$ cat src/rtl/fetch_sequencer.sv
// Instruction fetch sequencer: walks the PC through an external PC register,
// issues one instruction-memory request at a time and hands words to decode.
module fetch_sequencer #(
  parameter logic [15:0] RESET_VECTOR = 16'h0000,
  parameter logic [15:0] PC_INC       = 16'd1
) (
  input  logic        clk,
  input  logic        reset_n,
  input  logic [15:0] PC_OUT,
  output logic [15:0] PC_IN,
  output logic        C_PCWrite,
  input  logic        C_Enable,
  input  logic        C_Redirect,
  input  logic [15:0] REDIRECT_ADDR,
  output logic        IMEM_REQ,
  output logic [15:0] IMEM_ADDR,
  input  logic        IMEM_ACK,
  input  logic [15:0] IMEM_DATA,
  output logic [15:0] INSTR,
  output logic [15:0] INSTR_PC,
  output logic        INSTR_VALID,
  input  logic        INSTR_READY,
  output logic [2:0]  dbg_state
);

  typedef enum logic [2:0] {
    S_BOOT  = 3'd0,
    S_IDLE  = 3'd1,
    S_REQ   = 3'd2,
    S_WAIT  = 3'd3,
    S_FLUSH = 3'd4,
    S_VALID = 3'd5
  } state_t;

  state_t      state;
  logic [15:0] addr_q;
  logic [15:0] instr_q;
  logic [15:0] instr_pc_q;
  logic        xfer;
  state_t      resume;

  // Decode handshake: a word moves when INSTR_VALID and INSTR_READY are both
  // high at a rising edge; INSTR/INSTR_PC hold steady until that edge.
  assign xfer   = INSTR_VALID && INSTR_READY;
  assign resume = C_Enable ? S_REQ : S_IDLE;

  assign IMEM_REQ    = (state == S_REQ);
  assign IMEM_ADDR   = (state == S_REQ) ? PC_OUT : addr_q;
  assign INSTR_VALID = (state == S_VALID);
  assign INSTR       = instr_q;
  assign INSTR_PC    = instr_pc_q;
  assign dbg_state   = state;

  // PC update is same-cycle: redirect beats the sequential increment.
  always_comb begin
    PC_IN     = PC_OUT;
    C_PCWrite = 1'b0;
    if (state == S_BOOT) begin
      PC_IN     = RESET_VECTOR;
      C_PCWrite = 1'b1;
    end else if (C_Redirect) begin
      PC_IN     = REDIRECT_ADDR;
      C_PCWrite = 1'b1;
    end else if (state == S_WAIT && IMEM_ACK) begin
      PC_IN     = PC_OUT + PC_INC;
      C_PCWrite = 1'b1;
    end
  end

  always_ff @(posedge clk or negedge reset_n) begin
    if (!reset_n) begin
      state      <= S_BOOT;
      addr_q     <= 16'h0000;
      instr_q    <= 16'h0000;
      instr_pc_q <= 16'h0000;
    end else begin
      case (state)
        S_BOOT: state <= S_IDLE;
        S_IDLE: begin
          if (C_Enable) state <= S_REQ;
        end
        S_REQ: begin
          addr_q <= PC_OUT;
          state  <= C_Redirect ? S_FLUSH : S_WAIT;
        end
        S_WAIT: begin
          if (IMEM_ACK) begin
            if (C_Redirect) begin
              state <= resume;
            end else begin
              instr_q    <= IMEM_DATA;
              instr_pc_q <= addr_q;
              state      <= S_VALID;
            end
          end else if (C_Redirect) begin
            state <= S_FLUSH;
          end
        end
        // The ack retires the abandoned request, so it wins over a redirect.
        S_FLUSH: begin
          if (IMEM_ACK) state <= resume;
        end
        S_VALID: begin
          if (C_Redirect || xfer) state <= resume;
        end
        default: state <= S_BOOT;
      endcase
    end
  end

endmodule

$ cat config.mk
export PLATFORM = sky130hd
export DESIGN_NAME = fetch_sequencer
export DESIGN_NICKNAME = d
export VERILOG_FILES = /design/src/rtl/fetch_sequencer.sv
export SDC_FILE = /design/constraint.sdc
export NUM_CORES = 1
export LEC_CHECK = 0
export ABC_AREA = 1
export BUFFER_PORTS_ARGS = -buffer_cell sky130_fd_sc_hd__buf_2
export CORE_ASPECT_RATIO = 0.5
export CORE_MARGIN = 1
export CORE_UTILIZATION = 42
export CTS_CLUSTER_SIZE = 12
export DETAILED_ROUTE_END_ITERATION = 6
export PLACE_DENSITY_LB_ADDON = 0.1
export SLEW_MARGIN = 10
export SYNTH_ARGS = -nofsm -noshare
export SYNTH_HDL_FRONTEND = slang
export SYNTH_SLANG_ARGS = --single-unit
$ cat constraint.sdc
create_clock -name clk -period 1.6 [get_ports clk]
set_clock_uncertainty 0.1 [all_clocks]
set_input_delay 0.32 -clock clk [delete_from_list [all_inputs] [get_ports clk]]
set_output_delay 0.32 -clock clk [all_outputs]
set_load 0.02 [all_outputs]
==> results of run 1 <==
==> worst max path at each step <==
stage / startpoint / to / slack [ps] / depth (start not counted)
after global placement: PC_OUT[2] / PC_IN[12] / -270 / 12
final: dbg_state[0] / IMEM_ADDR[13] / -630 / 7
after global routing: dbg_state[1] / PC_IN[10] / -700 / 10
after detailed placement: dbg_state[1] / PC_IN[12] / -270 / 10
after floorplan: dbg_state[1] / IMEM_ADDR[10] / -200 / 5
after CTS: dbg_state[1] / IMEM_ADDR[15] / -550 / 7
==> cell families after synthesis <==
logic type	share of synthesized area [%]
buf+inv	7.21
flops	47.1
compound gates	9.33
simple gates	35.2
xor+xnor	0.647
fa+ha+maj	0.462
==> cells in the final DEF, fill, tap and decap left out, drive strengths merged, types with 2 or more instances in the layout <==
cell / instances
inv: 37
xor2: 2
nand3: 28
o21ai: 35
nand2: 154
dfrtp: 51
clkbuf: 5
nor2: 39
a21oi: 11
nand4: 6
buf: 218
==> layer usage <==
| layer | wire length, µm | share of wire [%] |
|---|---|---|
| met2 | 5130 | 46 |
| met5 | 0 | 0 |
| met3 | 950 | 8.6 |
| met4 | 213 | 1.9 |
| met1 | 4790 | 43 |
==> through the flow <==
step / power (mW) / cell area, µm² / hold WS, ps
final: 10.2 / 5200 / 132
after detailed placement: 6.78 / 4130 / 235
after CTS: 9.39 / 4900 / 126
after global routing: 10.7 / 5200 / 143
after global placement: 6.73 / 4130 / 226
after floorplan: 5.15 / 2970 / -75.6
==> registers in the layout, indices dropped and copies added (netlist names) <==
register	cells
INSTR	16
dbg_state	3
addr_q	16
INSTR_PC	16
==> what timing repair did <==
action                                  CTS  global route
hold endpoints to repair                 51             0
setup buffers                            19            16
cloned                                    4             0
hold buffers                              1             0
gates resized for setup                 106            61
pin swaps                                24            34
endpoints found under the setup margin   67            73
==> power groups by stage <==
stage	Combinational (mW)	Sequential (mW)	Clock (mW)
5_1_grt	7.00	2.41	1.26
4_1_cts	5.90	2.31	1.18
3_5_place_dp	4.49	2.29	0
2_1_floorplan	2.37	2.78	0
6_report	6.64	2.36	1.20
3_3_place_gp	4.47	2.26	0
==> synthesized netlist by cell type (all sizes together) <==
cell | n | area, µm²
nand3 | 28 | 145
ha | 1 | 12.5
nand4 | 6 | 37.5
a311oi | 1 | 8.76
xor2 | 2 | 17.5
nand2 | 154 | 586
o21ai | 35 | 175
clkbuf | 9 | 33.8
inv | 37 | 139
clkinv | 1 | 3.75
a21oi | 11 | 55.1
a31oi | 1 | 6.26
dfrtp | 51 | 1280
nor2 | 39 | 169
nor3 | 1 | 10.0
or2 | 1 | 6.26
buf | 4 | 18.8
o21bai | 1 | 7.51
==> area by class of cell <==
class / instances / share of cell area (%)
flip-flops and latches: 51 / 24.6
clock buffers: 5 / 2.41
inverters: 38 / 2.91
repair buffers: 220 / 34.7
well taps: 88 / 2.12
clock inverters: 2 / 0.722
multi-input cells: 281 / 32.5
==> critical path, cell delays in order, from the launching register on <==
cell and delay [ps]:
dfrtp_2 430, buf_4 150, nor3_4 240, inv_4 110, buf_6 150, buf_16 140, o21ai_4 150, buf_6 140
==> results.cfg, run 1 <==
[synthesis]
synth_cells = 383
yosysSeqAreaShare_pct = 47.1
syn-cell-area_um2 = 2710
synth_fp_nets = 438
ys_ff_latch = 51
syn_avg_cell_area_um2 = 7.07
yosys_warnings = 0
ys_types = 24

[floorplanning]
core_um2 = 6160
num_rows = 20
dieArea_um2 = 6790
die_w_um = 116
initial_core_util_pct = 44.0
ios = 124
die_h_um = 58.8

[pwr]
p_int_mw = 5.75
p_comb_share_pct = 65.1
switchingPower_mw = 4.45
netSwitchingFraction_pct = 43.6
pwr-share-seq_pct = 23.2
ir_drop_mv = 0.765
leakagePower_nw = 2.76
pwr-share-clk_pct = 11.7
powerDensity_nw_per_um2 = 1960

[drt]
route.detailed.drc = 0
first_pass_iters = 5
drt_iter0_drc = 281
wl_mm = 11.1
vias = 3546
ant_nets = 0
viasPerCell = 5.18
wl_per_cell_um = 16.2

[run]
maxCapViolations = 0

[worst_setup_path]
cp-end-kind = primary output
path_class = flop to primary output
reg2reg_from = dbg_state[0]
r2r_slack_ps = -310
r2r-end = addr_q[6]
worst_ep_required_time_ps = 1180
crit_fanout = 5
r2r_cells = 11
worst_setup_path_start_kind = flop
critPathArrivalTime_ps = 1810

[final_layout]
layout.cells.non_filler = 685
antenna_cells = 0
area_growth_pct = 92.1
fill_cells = 338
seq_area_um2 = 1280
drive_above_1_share_pct = 53.6
multi_input_area_um2 = 1690
utilization_pct = 84.5
nets = 652

[run_status]
violations = setup timing
status = finished with violations

[timing]
rsz0062_at_grt = true
tightestPinTransition_ps = 386
fin_tns_setup_ps = -24210
final.setup.worst_slack_ps = -634
maxSlewViolCount = 0
period_needed_ps = 2230
hold_viol = 0
clock.fmax_ghz = 0.448
min_period_over_period_pct = 140
setup_violations = 75
relSlewSlack_pct = 74.1

[placement]
dp_cells = 641
gp_congestion = 0.943
portBuffers = 123
dp_hpwl_mm = 5.80
pre_cts_ws_ps = -274

[grt]
grt_first_pass_wirelength_mm = 13.9
antenna_found_initial = 0
use_met1_pct = 36.9
grt_usage_pct = 27.0
grt_pass1_vias = 2884
grt-busiest-layer = met2
met2_usage_pct = 45.6
gr-usage-met3_pct = 4.84
grt_overflow = 0
grt_max_degree = 52

[clock_tree]
cts_made_buffers = 5
clk_path_buf_depth = 2
clock-root-buffer = clkbuf_16
insertion_delay_ps = 290
clkTransAtPathRegs_ps = 70
cts_num_sinks = 51
htreeDepth = 2
cts_tree = built

[min_path]
min_delay_path_depth = 3
min_path_type = input port to flop
holdPathEnd = INSTR[10]
hp-start = IMEM_DATA[10]
Power figures use the tool's default switching activity.
==> run 2: changes to the inputs <==
--- a/config.mk
+++ b/config.mk
@@ -9,7 +9,7 @@
 export BUFFER_PORTS_ARGS = -buffer_cell sky130_fd_sc_hd__buf_2
 export CORE_ASPECT_RATIO = 0.5
 export CORE_MARGIN = 1
-export CORE_UTILIZATION = 42
+export CORE_UTILIZATION = 30
 export CTS_CLUSTER_SIZE = 12
 export DETAILED_ROUTE_END_ITERATION = 6
 export PLACE_DENSITY_LB_ADDON = 0.1
==> run 2 against run 1 <==
The run still ends with setup timing left; wire length fell by 21%; clock power barely moved; count of clock-buffer cells in the layout did not move; critical endpoint is now PC_IN[0]; largest cell class unchanged.
==> results.cfg, run 2 (synthesized netlist as in run 1, its figures left out) <==
[grt]
grt_pass1_vias = 2800
grt_max_degree = 52
grt_overflow = 0
antenna_found_initial = 0
grt_usage_pct = 17.5
grt_first_pass_wirelength_mm = 13.3

[worst_setup_path]
worst_setup_path_start_kind = flop
path_class = flop to primary output
critPathArrivalTime_ps = 1800
cp-end-kind = primary output
crit_fanout = 5
worst_ep_required_time_ps = 1180

[placement]
dp_hpwl_mm = 6.05
portBuffers = 123
gp_congestion = 0.861
pre_cts_ws_ps = -321

[timing]
setup_violations = 71
relSlewSlack_pct = 76.4
maxSlewViolCount = 0
tightestPinTransition_ps = 350
hold_viol = 0
clock.fmax_ghz = 0.450
final.setup.worst_slack_ps = -624
min_period_over_period_pct = 139
rsz0062_at_grt = true
period_needed_ps = 2220

[clock_tree]
cts_num_sinks = 51
clkTransAtPathRegs_ps = 70
htreeDepth = 2
insertion_delay_ps = 290
cts_tree = built
cts_made_buffers = 5
clk_path_buf_depth = 2
clock-root-buffer = clkbuf_16

[floorplanning]
die_h_um = 69.2
die_w_um = 136
core_um2 = 8740
ios = 124
initial_core_util_pct = 31.0
num_rows = 24
dieArea_um2 = 9430

[drt]
wl_mm = 8.76
drt_iter0_drc = 101
first_pass_iters = 6
ant_nets = 0
viasPerCell = 4.38
route.detailed.drc = 0
wl_per_cell_um = 12.5
vias = 3072

[run_status]
status = finished with violations
violations = setup timing

[final_layout]
final_common_cell = nand2_1
antenna_cells = 0
area_growth_pct = 85.4
final_cell_mix = nand2_1, buf_2, buf_4
nets = 639
drive_above_1_share_pct = 51.1

[pwr]
p_total_mw = 9.43
ir_drop_mv = 0.814
powerDensity_nw_per_um2 = 1880
leakagePower_nw = 2.66

[run]
maxCapViolations = 0

[min_path]
min_path_type = input port to flop
[run 2: changes by cell type in the layout (fill, tap and decap cells not counted), moves of 3 or more]
cell       before  now
nand2_1       134  138
a21oi_2         5    8
buf_4          63   58
nand2_4        10    5
clkbuf_16       5    9
nand3_1        14   20
nand3_2        13    6
a21oi_1         6    3
buf_6          54   45
buf_16          3    0
[run 2: what timing repair did]
action,in CTS,in global routing
resized for setup,98,43
gates cloned,0,4
pin swaps,20,15
endpoints found under the hold margin,51,0
hold buffers,1,0
setup buffers,13,9
endpoints found under the setup margin,67,72
[run 2: layout make-up]
cell class | instances | area [µm²]
timing repair buffer | 207 | 1650
sequential | 51 | 1280
multi-input combinational | 281 | 1620
clock buffer | 5 | 125
tap | 117 | 146
clock inverter | 3 | 46.3
inverter | 38 | 154
fill | 782 | 3720
[run 2: worst paths after layout]
path | from | to | slack (ps) | cells past startpoint
min in group asynchronous | reset_n | addr_q[1] | 440 | 3
max reg2reg | dbg_state[0] | dbg_state[0] | -120 | 9
max in group asynchronous | reset_n | dbg_state[2] | 720 | 3
max | dbg_state[0] | PC_IN[0] | -620 | 8
min reg2reg | INSTR[11] | INSTR[11] | 370 | 2
min | IMEM_DATA[5] | INSTR[5] | 130 | 3
[run 2: worst max-delay path, cell delays in order, from the launching register on]
cell and delay [ps]:
dfrtp_2 400, nand2_2 90, nor2_4 200, nand2_4 120, buf_4 150, buf_4 140
xor2_1 150, a21oi_2 110, buf_4 140
[run 2: power breakdown]
part / switching [mW] / internal [mW]
registers: 0.373 / 1.92
clock network: 0.471 / 0.743
logic: 3.19 / 2.73
[run 2: routing by layer]
| metal | GRT usage (%) | up-vias | routed length [µm] |
|---|---|---|---|
| li1 | - | 1614 | - |
| met5 | 0 | - | 0 |
| met4 | 4.69 | 0 | 133 |
| met1 | 27.0 | 1331 | 4540 |
| met2 | 25.0 | 115 | 3620 |
| met3 | 2.85 | 12 | 468 |
[run 2: per-stage QoR]
step / hold slack, ps / std cells / util [%] / cell area [µm²] / TNS, ps
floorplan: -75.6 / 383 / - / 2970 / -5290
global placement: 232 / 671 / 47.7 / 4170 / -5230
detailed placement: 236 / 671 / 47.7 / 4170 / -5570
CTS: 131 / 691 / 54.3 / 4750 / -16060
global route: 135 / 702 / 57.4 / 5020 / -25140
finish: 132 / 702 / 57.4 / 5020 / -20550
==> run 3: changes to the inputs <==
--- a/config.mk
+++ b/config.mk
@@ -13,6 +13,7 @@
 export CTS_CLUSTER_SIZE = 12
 export DETAILED_ROUTE_END_ITERATION = 6
 export PLACE_DENSITY_LB_ADDON = 0.1
+export RECOVER_POWER = 25
 export SLEW_MARGIN = 10
 export SYNTH_ARGS = -nofsm -noshare
 export SYNTH_HDL_FRONTEND = slang
==> run 3 against run 2 <==
Global-route usage unchanged; the flow still finishes with violations (setup timing); wire length increased by 0.15%; sequential share of layout area increased by 0.064 points; cell area decreased by 0.25%; utilization decreased by 0.14 points; setup slack about the same; fmax about the same; critical endpoint unchanged; final cell count unchanged.
==> results.cfg, run 3 (synthesized netlist as in run 1, its figures left out) <==
[run_status]
status = finished with violations
violations = setup timing

[min_path]
min_path_type = input port to flop

[timing]
clock.fmax_ghz = 0.450
maxSlewViolCount = 0
setup_violations = 71
hold_viol = 0
tightestPinTransition_ps = 704
final.setup.worst_slack_ps = -624
min_period_over_period_pct = 139
rsz0062_at_grt = true
period_needed_ps = 2220
relSlewSlack_pct = 53.1

[clock_tree]
clk_path_buf_depth = 2
cts_made_buffers = 5
clkTransAtPathRegs_ps = 70
cts_num_sinks = 51
cts_tree = built
htreeDepth = 2
insertion_delay_ps = 290
clock-root-buffer = clkbuf_16

[placement]
pre_cts_ws_ps = -321
dp_hpwl_mm = 6.05
portBuffers = 123
gp_congestion = 0.861
placed_cell_area_um2 = 4170

[floorplanning]
die_w_um = 136
initial_core_util_pct = 31.0
die_h_um = 69.2
num_rows = 24
ios = 124
core_um2 = 8740
dieArea_um2 = 9430

[drt]
ant_nets = 0
drt_iter0_drc = 107
route.detailed.drc = 0
viasPerCell = 4.38
first_pass_iters = 6
wl_per_cell_um = 12.5
vias = 3074
wl_mm = 8.77

[final_layout]
fill_cells = 784
drive_above_1_share_pct = 51.1
nets = 639
final_cell_mix = nand2_1, buf_2, buf_4
final_common_cell = nand2_1
design_area_um2 = 5010
antenna_cells = 0
area_growth_pct = 84.9

[grt]
grt_max_degree = 52
grt_usage_pct = 17.5
antenna_found_initial = 0
grt_pass1_vias = 2800
grt_overflow = 0
grt_first_pass_wirelength_mm = 13.3

[pwr]
powerDensity_nw_per_um2 = 1880
ir_drop_mv = 0.814
leakagePower_nw = 2.65

[worst_setup_path]
worst_setup_path_start_kind = flop
cp-end-kind = primary output
worst_ep_required_time_ps = 1180
crit_fanout = 5
path_class = flop to primary output
critPathArrivalTime_ps = 1800

[run]
maxCapViolations = 0
[run 3: where the power goes]
part | internal [mW] | total, mW | switching (mW)
Sequential | 1.92 | 2.29 | 0.374
Combinational | 2.73 | 5.92 | 3.19
Clock | 0.743 | 1.21 | 0.470
Total | 5.39 | 9.42 | 4.03
[run 3: routing by layer]
metal / share of wire [%] / GRT usage (%) / vias up
li1: - / - / 1614
met1: 52 / 27.0 / 1337
met2: 41 / 25.0 / 111
met3: 5.2 / 2.85 / 12
met4: 1.5 / 4.69 / 0
met5: 0 / 0 / -
[run 3: repair_timing]
action                                 in CTS  in global routing
cloned                                      0                  4
setup buffers                              13                  9
pin swaps                                  20                 15
resized for setup                          98                 43
setup endpoints to repair                  67                 72
endpoints found under the hold margin      51                  0
hold buffers                                1                  0
[run 3: area by class of cell]
type                            count  area [µm²]  area share (%)
Inverter                           38         154            3.07
Sequential cell                    51        1280            25.6
Clock buffer                        5         125            2.50
Multi-Input combinational cell    281        1620            32.4
Clock inverter                      3        46.3           0.925
Tap cell                          117         146            2.92
Timing Repair Buffer              207        1640            32.7
[run 3: critical path: stages (launching register included)]
cell	delay [ps]
dfrtp_2	400
nand2_2	90
nor2_4	200
nand2_4	120
buf_4	150
buf_4	140
xor2_1	150
a21oi_2	110
buf_4	140
[run 3: path summary, 6_finish.rpt]
check / slack, ps / cells past startpoint / startpoint / endpoint
worst min-delay path: 130 / 3 / IMEM_DATA[5] / INSTR[5]
worst max register to register: -120 / 9 / dbg_state[0] / dbg_state[0]
worst max-delay path: -620 / 8 / dbg_state[0] / PC_IN[0]
max in group asynchronous: 300 / 3 / reset_n / dbg_state[2]
min in group asynchronous: 600 / 3 / reset_n / dbg_state[1]
worst min register to register: 370 / 2 / INSTR[7] / INSTR[7]
[run 3: per-stage QoR]
| stage | hold WS (ps) | cells | power, mW | util (%) | setup TNS (ps) |
|---|---|---|---|---|---|
| floorplan | -75.6 | 383 | 5.15 | - | -5290 |
| global placement | 232 | 671 | 6.80 | 47.7 | -5230 |
| detailed placement | 236 | 671 | 6.81 | 47.7 | -5570 |
| CTS | 131 | 691 | 8.99 | 54.3 | -16060 |
| global route | 135 | 702 | 10.0 | 57.3 | -25140 |
| finish | 132 | 702 | 9.42 | 57.3 | -20540 |
